==> src/rtl/ddr3_cmd_responder_if.sv <==
// Command/data bus between a DDR3 controller model (master) and the
// single-rank command responder (slave).
interface ddr3_cmd_responder_if;
  logic        CS;
  logic        RAS;
  logic        CAS;
  logic        WE;
  logic [14:0] Addr_in;
  logic [2:0]  BA_in;
  logic [7:0]  DQ_in;
  logic        LDM;
  logic [7:0]  DQ_out;
  logic        DQ_oe;
  logic        DQS_out;
  logic [7:0]  Bank_open;
  logic        Error;
  logic [2:0]  state;

  modport master (
    output CS, RAS, CAS, WE, Addr_in, BA_in, DQ_in, LDM,
    input  DQ_out, DQ_oe, DQS_out, Bank_open, Error, state
  );

  modport slave (
    input  CS, RAS, CAS, WE, Addr_in, BA_in, DQ_in, LDM,
    output DQ_out, DQ_oe, DQS_out, Bank_open, Error, state
  );
endinterface

==> src/rtl/ddr3_cmd_responder.sv <==
// Behavioural DDR3 command responder: tracks open banks, runs fixed-length
// BL8 read/write bursts after CL/CWL latency against a 64-byte store.
module ddr3_cmd_responder #(
  parameter int CL  = 5,
  parameter int CWL = 5
) (
  input  logic                 CLK,
  input  logic                 Reset_input,
  ddr3_cmd_responder_if.slave  bus
);

  localparam logic [2:0] IDLE     = 3'd0;
  localparam logic [2:0] WR_WAIT  = 3'd1;
  localparam logic [2:0] WR_BURST = 3'd2;
  localparam logic [2:0] RD_WAIT  = 3'd3;
  localparam logic [2:0] RD_BURST = 3'd4;

  localparam logic [2:0] CMD_ACT   = 3'b011;
  localparam logic [2:0] CMD_READ  = 3'b101;
  localparam logic [2:0] CMD_WRITE = 3'b100;
  localparam logic [2:0] CMD_PRE   = 3'b010;
  localparam logic [2:0] CMD_REF   = 3'b001;

  // Write bursts enter WR_BURST one edge before the first sample edge.
  localparam logic [3:0] RD_LAT_LOAD = 4'(CL - 1);
  localparam logic [3:0] WR_LAT_LOAD = 4'(CWL - 2);

  logic [2:0] state_reg;
  logic [3:0] lat_cnt_reg;
  logic [2:0] beat_cnt_reg;
  logic [2:0] burst_bank_reg;
  logic       auto_pre_reg;
  logic       error_reg;
  logic [7:0] dq_out_reg;
  logic       dq_oe_reg;
  logic       dqs_reg;
  logic [7:0] bank_open;
  logic [7:0] row_parity_unused;
  logic [7:0] mem [0:63];

  logic [2:0] cmd;
  logic       is_act, is_rd, is_wr, is_pre, is_ref, is_rw;
  logic       busy, rw_ok, burst_done, err_set, mem_we;
  logic [2:0] rd_beat;

  assign cmd    = {bus.RAS, bus.CAS, bus.WE};
  assign is_act = !bus.CS && (cmd == CMD_ACT);
  assign is_rd  = !bus.CS && (cmd == CMD_READ);
  assign is_wr  = !bus.CS && (cmd == CMD_WRITE);
  assign is_pre = !bus.CS && (cmd == CMD_PRE);
  assign is_ref = !bus.CS && (cmd == CMD_REF);
  assign is_rw  = is_rd || is_wr;

  assign busy       = (state_reg != IDLE);
  assign rw_ok      = is_rw && !busy && bank_open[bus.BA_in];
  assign burst_done = ((state_reg == WR_BURST) || (state_reg == RD_BURST)) &&
                      (beat_cnt_reg == 3'd7);

  assign err_set = (is_act && bank_open[bus.BA_in]) ||
                   (is_ref && (|bank_open)) ||
                   (is_rw && (busy || !bank_open[bus.BA_in])) ||
                   (is_pre && busy && (bus.Addr_in[10] || (bus.BA_in == burst_bank_reg)));

  // Next beat to present: beat 0 on the latency-expiry edge, else the following one.
  assign rd_beat = (state_reg == RD_WAIT) ? 3'd0 : beat_cnt_reg + 3'd1;
  assign mem_we  = !Reset_input && (state_reg == WR_BURST) && !bus.LDM;

  genvar gi;
  generate
    for (gi = 0; gi < 8; gi++) begin : g_bank
      logic        open_reg;
      logic [14:0] row_reg;
      logic        act_hit;
      logic        close_hit;

      assign act_hit   = is_act && (bus.BA_in == 3'(gi)) && !open_reg;
      assign close_hit = (is_pre && (bus.Addr_in[10] || (bus.BA_in == 3'(gi)))) ||
                         (burst_done && auto_pre_reg && (burst_bank_reg == 3'(gi)));

      always_ff @(posedge CLK) begin
        if (Reset_input) begin
          open_reg <= 1'b0;
          row_reg  <= '0;
        end else if (act_hit) begin
          open_reg <= 1'b1;
          row_reg  <= bus.Addr_in;
        end else if (close_hit) begin
          open_reg <= 1'b0;
        end
      end

      assign bank_open[gi]         = open_reg;
      assign row_parity_unused[gi] = ^row_reg;
    end
  endgenerate

  // Storage is deliberately outside reset so data survives an aborted burst.
  always_ff @(posedge CLK) begin
    if (mem_we) begin
      mem[{burst_bank_reg, beat_cnt_reg}] <= bus.DQ_in;
    end
  end

  always_ff @(posedge CLK) begin
    if (Reset_input) begin
      state_reg      <= IDLE;
      lat_cnt_reg    <= '0;
      beat_cnt_reg   <= '0;
      burst_bank_reg <= '0;
      auto_pre_reg   <= 1'b0;
      error_reg      <= 1'b0;
      dq_out_reg     <= '0;
      dq_oe_reg      <= 1'b0;
      dqs_reg        <= 1'b0;
    end else begin
      if (err_set) begin
        error_reg <= 1'b1;
      end
      case (state_reg)
        IDLE: begin
          if (rw_ok) begin
            burst_bank_reg <= bus.BA_in;
            auto_pre_reg   <= bus.Addr_in[10];
            beat_cnt_reg   <= '0;
            if (is_wr) begin
              state_reg   <= WR_WAIT;
              lat_cnt_reg <= WR_LAT_LOAD;
            end else begin
              state_reg   <= RD_WAIT;
              lat_cnt_reg <= RD_LAT_LOAD;
            end
          end
        end
        WR_WAIT: begin
          if (lat_cnt_reg == 4'd0) begin
            state_reg    <= WR_BURST;
            beat_cnt_reg <= '0;
          end else begin
            lat_cnt_reg <= lat_cnt_reg - 4'd1;
          end
        end
        WR_BURST: begin
          if (beat_cnt_reg == 3'd7) begin
            state_reg <= IDLE;
          end else begin
            beat_cnt_reg <= beat_cnt_reg + 3'd1;
          end
        end
        RD_WAIT: begin
          if (lat_cnt_reg == 4'd0) begin
            state_reg    <= RD_BURST;
            beat_cnt_reg <= '0;
            dq_out_reg   <= mem[{burst_bank_reg, rd_beat}];
            dq_oe_reg    <= 1'b1;
            dqs_reg      <= 1'b1;
          end else begin
            lat_cnt_reg <= lat_cnt_reg - 4'd1;
          end
        end
        RD_BURST: begin
          if (beat_cnt_reg == 3'd7) begin
            state_reg  <= IDLE;
            dq_out_reg <= '0;
            dq_oe_reg  <= 1'b0;
            dqs_reg    <= 1'b0;
          end else begin
            beat_cnt_reg <= beat_cnt_reg + 3'd1;
            dq_out_reg   <= mem[{burst_bank_reg, rd_beat}];
            dqs_reg      <= ~dqs_reg;
          end
        end
        default: state_reg <= IDLE;
      endcase
    end
  end

  assign bus.DQ_out    = dq_out_reg;
  assign bus.DQ_oe     = dq_oe_reg;
  assign bus.DQS_out   = dqs_reg;
  assign bus.Bank_open = bank_open;
  assign bus.Error     = error_reg;
  assign bus.state     = state_reg;

endmodule

==> src/flat_wrapper.sv <==
// flat-port wrapper written by rule: the top's interface ports become plain ports
module ddr3_cmd_responder_flat 
#(
  parameter int CL  = 5,
  parameter int CWL = 5
)
  (CLK, Reset_input, bus_CS, bus_RAS, bus_CAS, bus_WE, bus_Addr_in, bus_BA_in, bus_DQ_in, bus_LDM, bus_DQ_out, bus_DQ_oe, bus_DQS_out, bus_Bank_open, bus_Error, bus_state);
  ddr3_cmd_responder_if bus_i ();
  input  logic CLK;
  input  logic Reset_input;
  input wire logic [$bits(bus_i.CS)-1:0] bus_CS;
  input wire logic [$bits(bus_i.RAS)-1:0] bus_RAS;
  input wire logic [$bits(bus_i.CAS)-1:0] bus_CAS;
  input wire logic [$bits(bus_i.WE)-1:0] bus_WE;
  input wire logic [$bits(bus_i.Addr_in)-1:0] bus_Addr_in;
  input wire logic [$bits(bus_i.BA_in)-1:0] bus_BA_in;
  input wire logic [$bits(bus_i.DQ_in)-1:0] bus_DQ_in;
  input wire logic [$bits(bus_i.LDM)-1:0] bus_LDM;
  output wire logic [$bits(bus_i.DQ_out)-1:0] bus_DQ_out;
  output wire logic [$bits(bus_i.DQ_oe)-1:0] bus_DQ_oe;
  output wire logic [$bits(bus_i.DQS_out)-1:0] bus_DQS_out;
  output wire logic [$bits(bus_i.Bank_open)-1:0] bus_Bank_open;
  output wire logic [$bits(bus_i.Error)-1:0] bus_Error;
  output wire logic [$bits(bus_i.state)-1:0] bus_state;
  assign bus_i.CS = bus_CS;
  assign bus_i.RAS = bus_RAS;
  assign bus_i.CAS = bus_CAS;
  assign bus_i.WE = bus_WE;
  assign bus_i.Addr_in = bus_Addr_in;
  assign bus_i.BA_in = bus_BA_in;
  assign bus_i.DQ_in = bus_DQ_in;
  assign bus_i.LDM = bus_LDM;
  assign bus_DQ_out = bus_i.DQ_out;
  assign bus_DQ_oe = bus_i.DQ_oe;
  assign bus_DQS_out = bus_i.DQS_out;
  assign bus_Bank_open = bus_i.Bank_open;
  assign bus_Error = bus_i.Error;
  assign bus_state = bus_i.state;
  ddr3_cmd_responder #(.CL(CL), .CWL(CWL)) u_core (.CLK(CLK), .Reset_input(Reset_input), .bus(bus_i));
endmodule
==> config.mk <==
export PLATFORM = sky130hd
export DESIGN_NAME = ddr3_cmd_responder_flat
export DESIGN_NICKNAME = d
export VERILOG_FILES = /design/src/rtl/ddr3_cmd_responder_if.sv /design/src/rtl/ddr3_cmd_responder.sv /design/src/flat_wrapper.sv
export SDC_FILE = /design/constraint.sdc
export NUM_CORES = 1
export LEC_CHECK = 0
export CAP_MARGIN = 40
export CORE_AREA = 5 5 190 238
export DETAILED_ROUTE_END_ITERATION = 8
export DIE_AREA = 0 0 195 243
export PLACE_DENSITY = 0.69
export SLEW_MARGIN = 15
export SYNTH_ARGS = -nofsm -noshare
export SYNTH_HDL_FRONTEND = slang
export SYNTH_SLANG_ARGS = --single-unit
==> constraint.sdc <==
create_clock -name CLK -period 3.1 [get_ports CLK]
set_input_delay 0.31 -clock CLK [delete_from_list [all_inputs] [get_ports CLK]]
set_output_delay 0.31 -clock CLK [all_outputs]
set_load 0.03 [all_outputs]
==> results.yml <==
run_status:
  status: "complete, no violations"
cells_and_area:
  largest_reg_flops: 512
  drive_gt1_frac: 0.141
  final_cell_mix: "edfxtp_1 (512), nor2_1 (156), nand2_1 (119)"
  stdcell_area_sq_mm: 0.0263
  final_util: 0.614
  fin_nets: 1770
  n_antenna_cell: 0
  final_common_cell: "edfxtp_1"
  area_delta_synth_final_pct: 13.5
  final_cells: 2337
placed_design:
  portBuffers: 40
  gp_congestion: 0.869
  post-place-cells: 2246
  place_ws_ns: 0.294
  hpwl_microns: 36400
  place_area_sq_mm: 0.0247
setup_path:
  end_kind: "register"
  path_max_fanout: 28
  critical_path_arrival_ns: 3.39
  startpoint_type: "register"
  required_ns: 3.59
  critPathKind: "register to register"
  rr_worst_depth: 8
clock_tree:
  numCtsBuffers: 51
  cts-root-buf: "clkbuf_16"
  clk_pin_slew_worst_paths_ns: 0.07
  clk_latency_ns: 0.57
  cts_max_path_buffers: 3
  cts_tree: "done"
  postCtsSetupBuffers: 0
  hold_buffers: 0
  numClockSinks: 545
  cts_resized: 0
  htreeDepth: 2
power_and_ir_drop:
  p_sw_mw: 2.74
  p_leak_nw: 8.24
  clockPowerShare: 0.422
  p_comb_frac: 0.015
  powerDensity_mw_per_mm2: 544
  internal_power_mw: 11.5
  p_seq_frac: 0.563
  power_mw: 14.3
  peakVddDrop_mv: 0.403
  swShare: 0.192
detailed_routing:
  first_pass_iters: 8
  postRouteAntennaNets: 0
  drc_errors: 0
  vias: 14601
  viasPerCell: 6.25
  wl_microns: 57100
  drtIter0Drc: 1477
  wl_per_cell_microns: 24.4
min_path:
  min_path_cells: 1
  holdCritPathClass: "primary input to register"
logic_synthesis:
  syn_area_per_cell_sq_um: 14.1
  syn_area_sq_mm: 0.0231
  yosysSeqAreaShare: 0.693
  yosysWarnings: 0
  synth_top_area_share: 0.664
  ys_types: 74
  async_flop_share: 0
  syn_nets: 1674
  synthCells: 1638
  synthFlopType: "edfxtp_1"
  synth_area_leaders: "edfxtp_1 (66%), mux2i_1 (4.1%), dfxtp_1 (2.9%)"
  yosysTopAreaCell: "edfxtp_1"
  synth_seq_cells: 545
  synth_edf_count: 512
global_route:
  grt_pass1_wl_microns: 86300
  grt_max_degree: 101
  grtUsageTotal: 0.235
  grt_remaining_overflow: 0
  grt_pass1_vias: 14283
  antenna_found_initial: 0
floorplan:
  die_h_microns: 243
  die_w_microns: 195
  die_area_sq_mm: 0.0474
  initial_core_util: 0.541
  coreArea_sq_mm: 0.0428
  rows: 85
  io_pins: 55
sta:
  period_share: 0.935
  setup_viol: 0
  slew_headroom: 0.422
  whs_ns: 0.194
  clock_skew_ns: 0.0188
  hold_viol_final: 0
  setup_ws_ns: 0.202
  rsz0062_at_grt: "false"
  fin_crit_ns: 2.90
  fin_setup_tns_ns: 0
  tightest_slew_ns: 0.855
  fmax_mhz: 345
  slew_viol_final: 0
job:
  max-cap-violations: 0
final timing paths:
| kind | from | slack (ns) | endpoint |
|---|---|---|---|
| min reg2reg | u_core.bus.Error | 0.49 | u_core.bus.Error |
| max | u_core.beat_cnt_reg[1] | 0.20 | u_core.bus.DQ_out[3] |
| min | bus_DQ_in[3] | 0.19 | u_core.mem[35][3] |
| max reg2reg | u_core.beat_cnt_reg[1] | 0.20 | u_core.bus.DQ_out[3] |
layer usage:
| layer | vias to the layer above | GRT usage | routed length [microns] |
|---|---|---|---|
| met5 | - | 0 | 0 |
| met4 | 0 | 0.0696 | 1670 |
| met3 | 104 | 0.0388 | 4010 |
| met2 | 606 | 0.397 | 28500 |
| met1 | 7323 | 0.316 | 22900 |
| li1 | 6568 | - | - |
cells by family after synthesis:
logic type	synth area share
DFF	0.693
and+or+nand+nor	0.0846
AOI/OAI and AO/OA	0.121
buffers and inverters	0.0325
muxes	0.0651
xor gates and xnor gates	0.00189
adders and majority gates	0.00162
critical path: stages, from the launching register on:
cell and delay, ns:
dfxtp_1 0.43, ha_4 0.59, inv_1 0.11, nor2_1 0.65
buf_4 0.29, a211oi_1 0.06, o21ai_0 0.26, nand4_1 0.20
o211ai_1 0.22
final cells by class:
cell class,instances,area [sq um]
timing repair buffer,169,1470
inverter,21,78.8
sequential,545,16000
multi-input combinational,946,6370
clock inverter,26,224
fill,3224,16500
tap,565,707
clock buffer,65,1370
cells in the mapped netlist (6+ instances only):
cell type,number
a2111oi_0,6
a211oi_1,52
a21boi_0,7
a21oi_1,51
a221o_1,13
a221oi_1,6
a22oi_1,25
a2bb2oi_1,21
a311o_1,7
a31oi_1,28
a32oi_1,8
and2_1,33
buf_1,7
buf_2,42
buf_4,25
buf_6,7
clkbuf_1,44
dfxtp_1,33
edfxtp_1,512
inv_1,20
mux2_2,6
mux2i_1,95
mux4_2,21
nand2_1,119
nand2b_1,13
nand3_1,22
nand4_1,15
nor2_1,158
nor2b_1,10
nor3_1,12
nor4_1,7
o211ai_1,42
o21a_1,14
o21ai_0,38
o221ai_1,16
o22ai_1,39
or3_1,11
power groups by stage:
stage | registers, mW | clock network [mW] | logic [mW]
floorplan | 8.20 | 0 | 0.0390
global placement | 8.20 | 0 | 0.192
detailed placement | 8.20 | 0 | 0.212
CTS | 8.04 | 6.10 | 0.213
global route | 8.03 | 6.43 | 0.229
finish | 8.04 | 6.02 | 0.212
Power figures use the tool's default switching activity.
